File: src/rtl/regfile_sb.sv
// regfile_sb: parametrised 2R/1W integer register file
// with a per-register pending-write scoreboard for hazard stalls.
module regfile_sb #(
   parameter int DATA_W   = 32,
   parameter int NUM_REGS = 32,
   parameter int ADDR_W   = 5,
   parameter int ZERO_REG = 1,
   parameter int BYPASS   = 1
) (
   input  logic              iClk,
   input  logic              iRstN,
   input  logic              iWriteEn,
   input  logic [ADDR_W-1:0] iRdAddr,
   input  logic [DATA_W-1:0] iWriteData,
   input  logic [ADDR_W-1:0] iRs1Addr,
   input  logic [ADDR_W-1:0] iRs2Addr,
   output logic [DATA_W-1:0] oRs1Data,
   output logic [DATA_W-1:0] oRs2Data,
   input  logic              iIssueEn,
   input  logic [ADDR_W-1:0] iIssueRd,
   input  logic              iFlush,
   output logic              oRs1Busy,
   output logic              oRs2Busy,
   output logic              oRdBusy,
   output logic [ADDR_W:0]   oPendingCnt
);

   logic [DATA_W-1:0]   regs [NUM_REGS];
   logic [NUM_REGS-1:0] pend;
   logic [NUM_REGS-1:0] pend_nxt;
   logic [ADDR_W:0]     cnt_nxt;
   logic                wr_ok;
   logic                iss_ok;

   // x0 is never stored to or marked pending when hardwired
   always_comb begin
      wr_ok  = iWriteEn;
      iss_ok = iIssueEn;
      if (ZERO_REG != 0 && iRdAddr == '0)
         wr_ok = 1'b0;
      if (ZERO_REG != 0 && iIssueRd == '0)
         iss_ok = 1'b0;
   end

   // register array write port
   always_ff @(posedge iClk or negedge iRstN) begin
      if (!iRstN) begin
         for (int i = 0; i < NUM_REGS; i++)
            regs[i] <= '0;
      end else if (wr_ok) begin
         regs[iRdAddr] <= iWriteData;
      end
   end

   // scoreboard next state: flush, then clear on write, set on issue wins
   always_comb begin
      pend_nxt = pend;
      if (iFlush) begin
         pend_nxt = '0;
      end else begin
         if (iWriteEn)
            pend_nxt[iRdAddr] = 1'b0;
         if (iss_ok)
            pend_nxt[iIssueRd] = 1'b1;
      end
   end

   // population count of the next scoreboard
   always_comb begin
      cnt_nxt = '0;
      for (int i = 0; i < NUM_REGS; i++)
         cnt_nxt = cnt_nxt + {{ADDR_W{1'b0}}, pend_nxt[i]};
   end

   // scoreboard and count registers
   always_ff @(posedge iClk or negedge iRstN) begin
      if (!iRstN) begin
         pend        <= '0;
         oPendingCnt <= '0;
      end else begin
         pend        <= pend_nxt;
         oPendingCnt <= cnt_nxt;
      end
   end

   // read ports: zero register, then same-cycle bypass, then array
   always_comb begin
      oRs1Data = regs[iRs1Addr];
      oRs2Data = regs[iRs2Addr];
      if (BYPASS != 0 && iWriteEn && iRdAddr == iRs1Addr)
         oRs1Data = iWriteData;
      if (BYPASS != 0 && iWriteEn && iRdAddr == iRs2Addr)
         oRs2Data = iWriteData;
      if (ZERO_REG != 0 && iRs1Addr == '0)
         oRs1Data = '0;
      if (ZERO_REG != 0 && iRs2Addr == '0)
         oRs2Data = '0;
   end

   // busy flags with the same zero and bypass masking as the data
   always_comb begin
      oRs1Busy = pend[iRs1Addr];
      oRs2Busy = pend[iRs2Addr];
      oRdBusy  = pend[iIssueRd];
      if (BYPASS != 0 && iWriteEn && iRdAddr == iRs1Addr)
         oRs1Busy = 1'b0;
      if (BYPASS != 0 && iWriteEn && iRdAddr == iRs2Addr)
         oRs2Busy = 1'b0;
      if (BYPASS != 0 && iWriteEn && iRdAddr == iIssueRd)
         oRdBusy = 1'b0;
      if (ZERO_REG != 0 && iRs1Addr == '0)
         oRs1Busy = 1'b0;
      if (ZERO_REG != 0 && iRs2Addr == '0)
         oRs2Busy = 1'b0;
      if (ZERO_REG != 0 && iIssueRd == '0)
         oRdBusy = 1'b0;
   end

endmodule
File: config.mk
export PLATFORM = sky130hd
export DESIGN_NAME = regfile_sb
export DESIGN_NICKNAME = d
export VERILOG_FILES = /design/src/rtl/regfile_sb.sv
export SDC_FILE = /design/constraint.sdc
export NUM_CORES = 2
export LEC_CHECK = 0
export ABC_CLOCK_PERIOD_IN_PS = 5100
export CAP_MARGIN = 25
export CORE_MARGIN = 3
export CORE_UTILIZATION = 55
export DETAILED_ROUTE_END_ITERATION = 8
export PLACE_DENSITY_LB_ADDON = 0.1
export SETUP_SLACK_MARGIN = 0.2
export SYNTH_ARGS = -nofsm -noshare
export SYNTH_HDL_FRONTEND = slang
export SYNTH_SLANG_ARGS = --single-unit
File: constraint.sdc
create_clock -name iClk -period 5.1 [get_ports iClk]
set_input_delay 0.51 -clock iClk [delete_from_list [all_inputs] [get_ports iClk]]
set_output_delay 0.51 -clock iClk [all_outputs]
set_load 0.005 [all_outputs]
==> summary.md <==
| Metric | Value |
|---|---|
| CP bufs+invs | `3` |
| Share of layout cells above drive strength 1 | `0.4745` |
| F_max | `204.5 MHz` |
| Final HPWL DP | `113800 µm` |
| Area share of the largest cell type after synthesis | `0.4555` |
| Async S/R FF share, synth | `1.000` |
| # nets final | `4183` |
| Initial antenna violation count | `11` |
| CP max-delay cell | `fa_1` |
| Via Count | `39330` |
| Setup violators final | `0` |
| RSZ-0062 raised after global routing | `true` |
| DR iter-0 viols | `4672` |
| Max-cap violations | `0` |
| Clk_lat worst skew | `0.71 ns` |
| Clk buf depth | `3` |
| Util after Layout | `0.6330` |
| Startpoint types | `register` |
| GPL Wtd Cong | `0.8899` |
| Finished Layout Cells | `5579` |
| Num ports | `130` |
| Number of synthesized flops with an enable pin | `0` |
| Pin count of the biggest net entering global routing | `144` |
| DP Cell Count | `5331` |
| H-tree depth | `3` |
| Worst VDD drop | `0.3136 mV` |
| Syn Inst Count | `4019` |
| Final design instance area without fill | `66080 µm²` |
| Die H | `331.7 µm` |
| Die area | `110000 µm²` |
| IO Port Bufs | `129` |
| FP Rows | `118` |
| First-pass GRT wire length | `284200 µm` |
| Synth area leader | `dfrtp_1` |
| Mean routed wirelength per cell | `34.92 µm` |
| Syn_nets | `4107` |
| Largest cells by area after synthesis | `dfrtp_1 46%, mux4_2 18%, mux2_2 18%` |
| Sequential fraction of the synthesis area | `0.4555` |
| Main synth FF type | `dfrtp_1` |
| DRT antenna net count | `0` |
| Root Buffer | `clkbuf_16` |
| Dpl cell area | `61740 µm²` |
| Synthesized area | `58340 µm²` |
| Top post-synthesis cells by count | `1062 x dfrtp_1, 934 x mux2_2, 468 x mux4_2, 222 x clkbuf_1, 164 x mux2i_1` |
| CP dominant cell by count | `fa_1` |
| Global route overflow | `0` |
| DRT Wirelength | `194800 µm` |
| Clock Pin Slew Worst Setup and Hold Paths | `0.06 ns` |
| Worst path max stage delay | `0.55 ns` |
| Final Hold Fails | `0` |
| Worst Path Required | `5.73 ns` |
| Critical path arrival | `5.52 ns` |
| Ys Warns | `0` |
| Min-Delay Path Class | `in2reg` |
| Vias per cell | `7.050` |
| CP delay by family, top | `adder cells` |
| Slew headroom | `0.2353` |
| Crit path kind | `reg2reg` |
| DRC Markers | `0` |
| Area of the core | `104400 µm²` |
| Worst Skew | `0.007569 ns` |
| Critical Path Sink Type | `register` |
| Static Leak | `28.73 nW` |
| TritonRoute pass-1 iters | `5` |
| Final slew viol count | `0` |
| Pwr/cell area | `378.4 nW/µm²` |
| Gr usage total | `0.3535` |
| Initial Utilization | `0.5589` |
| CTS tree | `built` |
| Worst hold slack | `0.3822 ns` |
| Top-count cell post-synth | `dfrtp_1` |
| Fin crit period | `4.889 ns` |
| Netlist cell types | `71` |
| Vias in the first global route | `39930` |
| FF+latch count, synth | `1062` |
| Die W | `331.7 µm` |
| CP max FO | `2` |
| Total power draw | `0.02500 W` |
| Synthesis-to-finish area growth | `13.26%` |
| Least-Margin Pin Slew | `1.147 ns` |
| Status | `finished, final reports clean` |
| Synth Area per Inst | `14.52 µm²` |
| Tcrit/Tclk final | `0.9587` |
| CTS Sinks | `1062` |
| Total CTS buffers | `115` |
| CP Cell Sequence | `o21ai_0 > a21o_1 > fa_1 > fa_1 > inv_1 > fa_1 > inv_2 > fa_1 > fa_1 > inv_2 > fa_2 > ha_2 > fa_2 > a21o_1 > a21oi_2 > xnor2_1` |
cell type report:
class	count	area, µm²
antenna	7	17.52
clock inverter	39	462.9
clock buffer	175	3506
fill	7824	38310
timing repair buffer	413	3938
sequential	1062	26580
tap	1380	1727
multi-input combinational	2461	29690
inverter	42	157.7
stage by stage:
stage                     setup TNS, ns  worst slack (ns)
after global routing                  0            0.1052
after detailed placement         -4.756            -1.054
final                                 0            0.2107
after global placement           -4.046           -0.9065
after floorplan                 -0.3699           -0.2529
after CTS                             0            0.1980
final timing paths:
path                             start              to  slack [ns]  cells after the start
setup / recovery              pend[23]  oPendingCnt[4]        0.21                     16
hold reg to reg             regs[1004]      regs[1004]        0.39                      0
hold / removal             iIssueRd[2]        pend[11]        0.38                      5
max in group asynchronous        iRstN       regs[754]        3.31                      3
min in group asynchronous        iRstN       regs[982]        0.43                      2
setup reg to reg              pend[23]  oPendingCnt[4]        0.21                     16
state kept, by name (all words and copies together), names as in the netlist:
name	cells
oPendingCnt	6
pend	32
regs	1024
layout by cell type, fill, tap and decap left out, drive strengths merged, types with 40 or more instances in the layout:
| cell type | synthesis | routed |
|---|---|---|
| a211oi | 40 | 40 |
| a21oi | 47 | 47 |
| a22oi | 52 | 52 |
| buf | 230 | 298 |
| clkbuf | 224 | 175 |
| clkdlybuf4s50 | 0 | 107 |
| dfrtp | 1062 | 1062 |
| inv | 42 | 47 |
| mux2 | 1024 | 1024 |
| mux2i | 164 | 164 |
| mux4 | 469 | 469 |
| nand2 | 120 | 120 |
| nor2 | 73 | 73 |
| nor3 | 54 | 54 |
worst reg2reg max path, delay by kind of cell (launching register included):
| family | cells | cell delay [ns] |
|---|---|---|
| buffers and inverters | 3 | 0.18 |
| DFF | 1 | 0.36 |
| xor gates and xnor gates | 1 | 0.12 |
| AOI/OAI and AO/OA | 4 | 0.63 |
| adders and majority gates | 8 | 3.51 |
metal layers:
metal | vias to the layer above | GRT usage | routed length, µm
li1 | 15650 | - | -
met1 | 21180 | 0.5035 | 79170
met2 | 2088 | 0.5318 | 89310
met3 | 410 | 0.08408 | 18710
met4 | 4 | 0.1346 | 7618
met5 | - | 0 | 27
report_power, final:
| part | switching [W] | leakage, nW | total, W | internal, W |
|---|---|---|---|---|
| logic | 0.00209 | 13.1 | 0.00513 | 0.00304 |
| clock network | 0.00357 | 1.97 | 0.00875 | 0.00518 |
| registers | 0.00114 | 13.7 | 0.0111 | 0.00998 |
repair_timing:
action / CTS / global route
pin swaps: 34 / 18
resized for setup: 65 / 12
cloned: 0 / 0
endpoints found under the setup margin: 5 / 4
endpoints found under the hold margin: 76 / 0
setup buffers: 20 / 5
hold buffers: 1 / 0
kinds of logic after synthesis:
kind of cell / share of synthesized area
AO/OA/AOI/OAI: 0.05342
XOR/XNOR: 0.002831
adder cells (fa/ha/maj): 0.009736
buffers and inverters: 0.04306
flip-flops: 0.4555
multiplexers: 0.4069
AND/OR/NAND/NOR: 0.02854
Power figures use the tool's default switching activity.
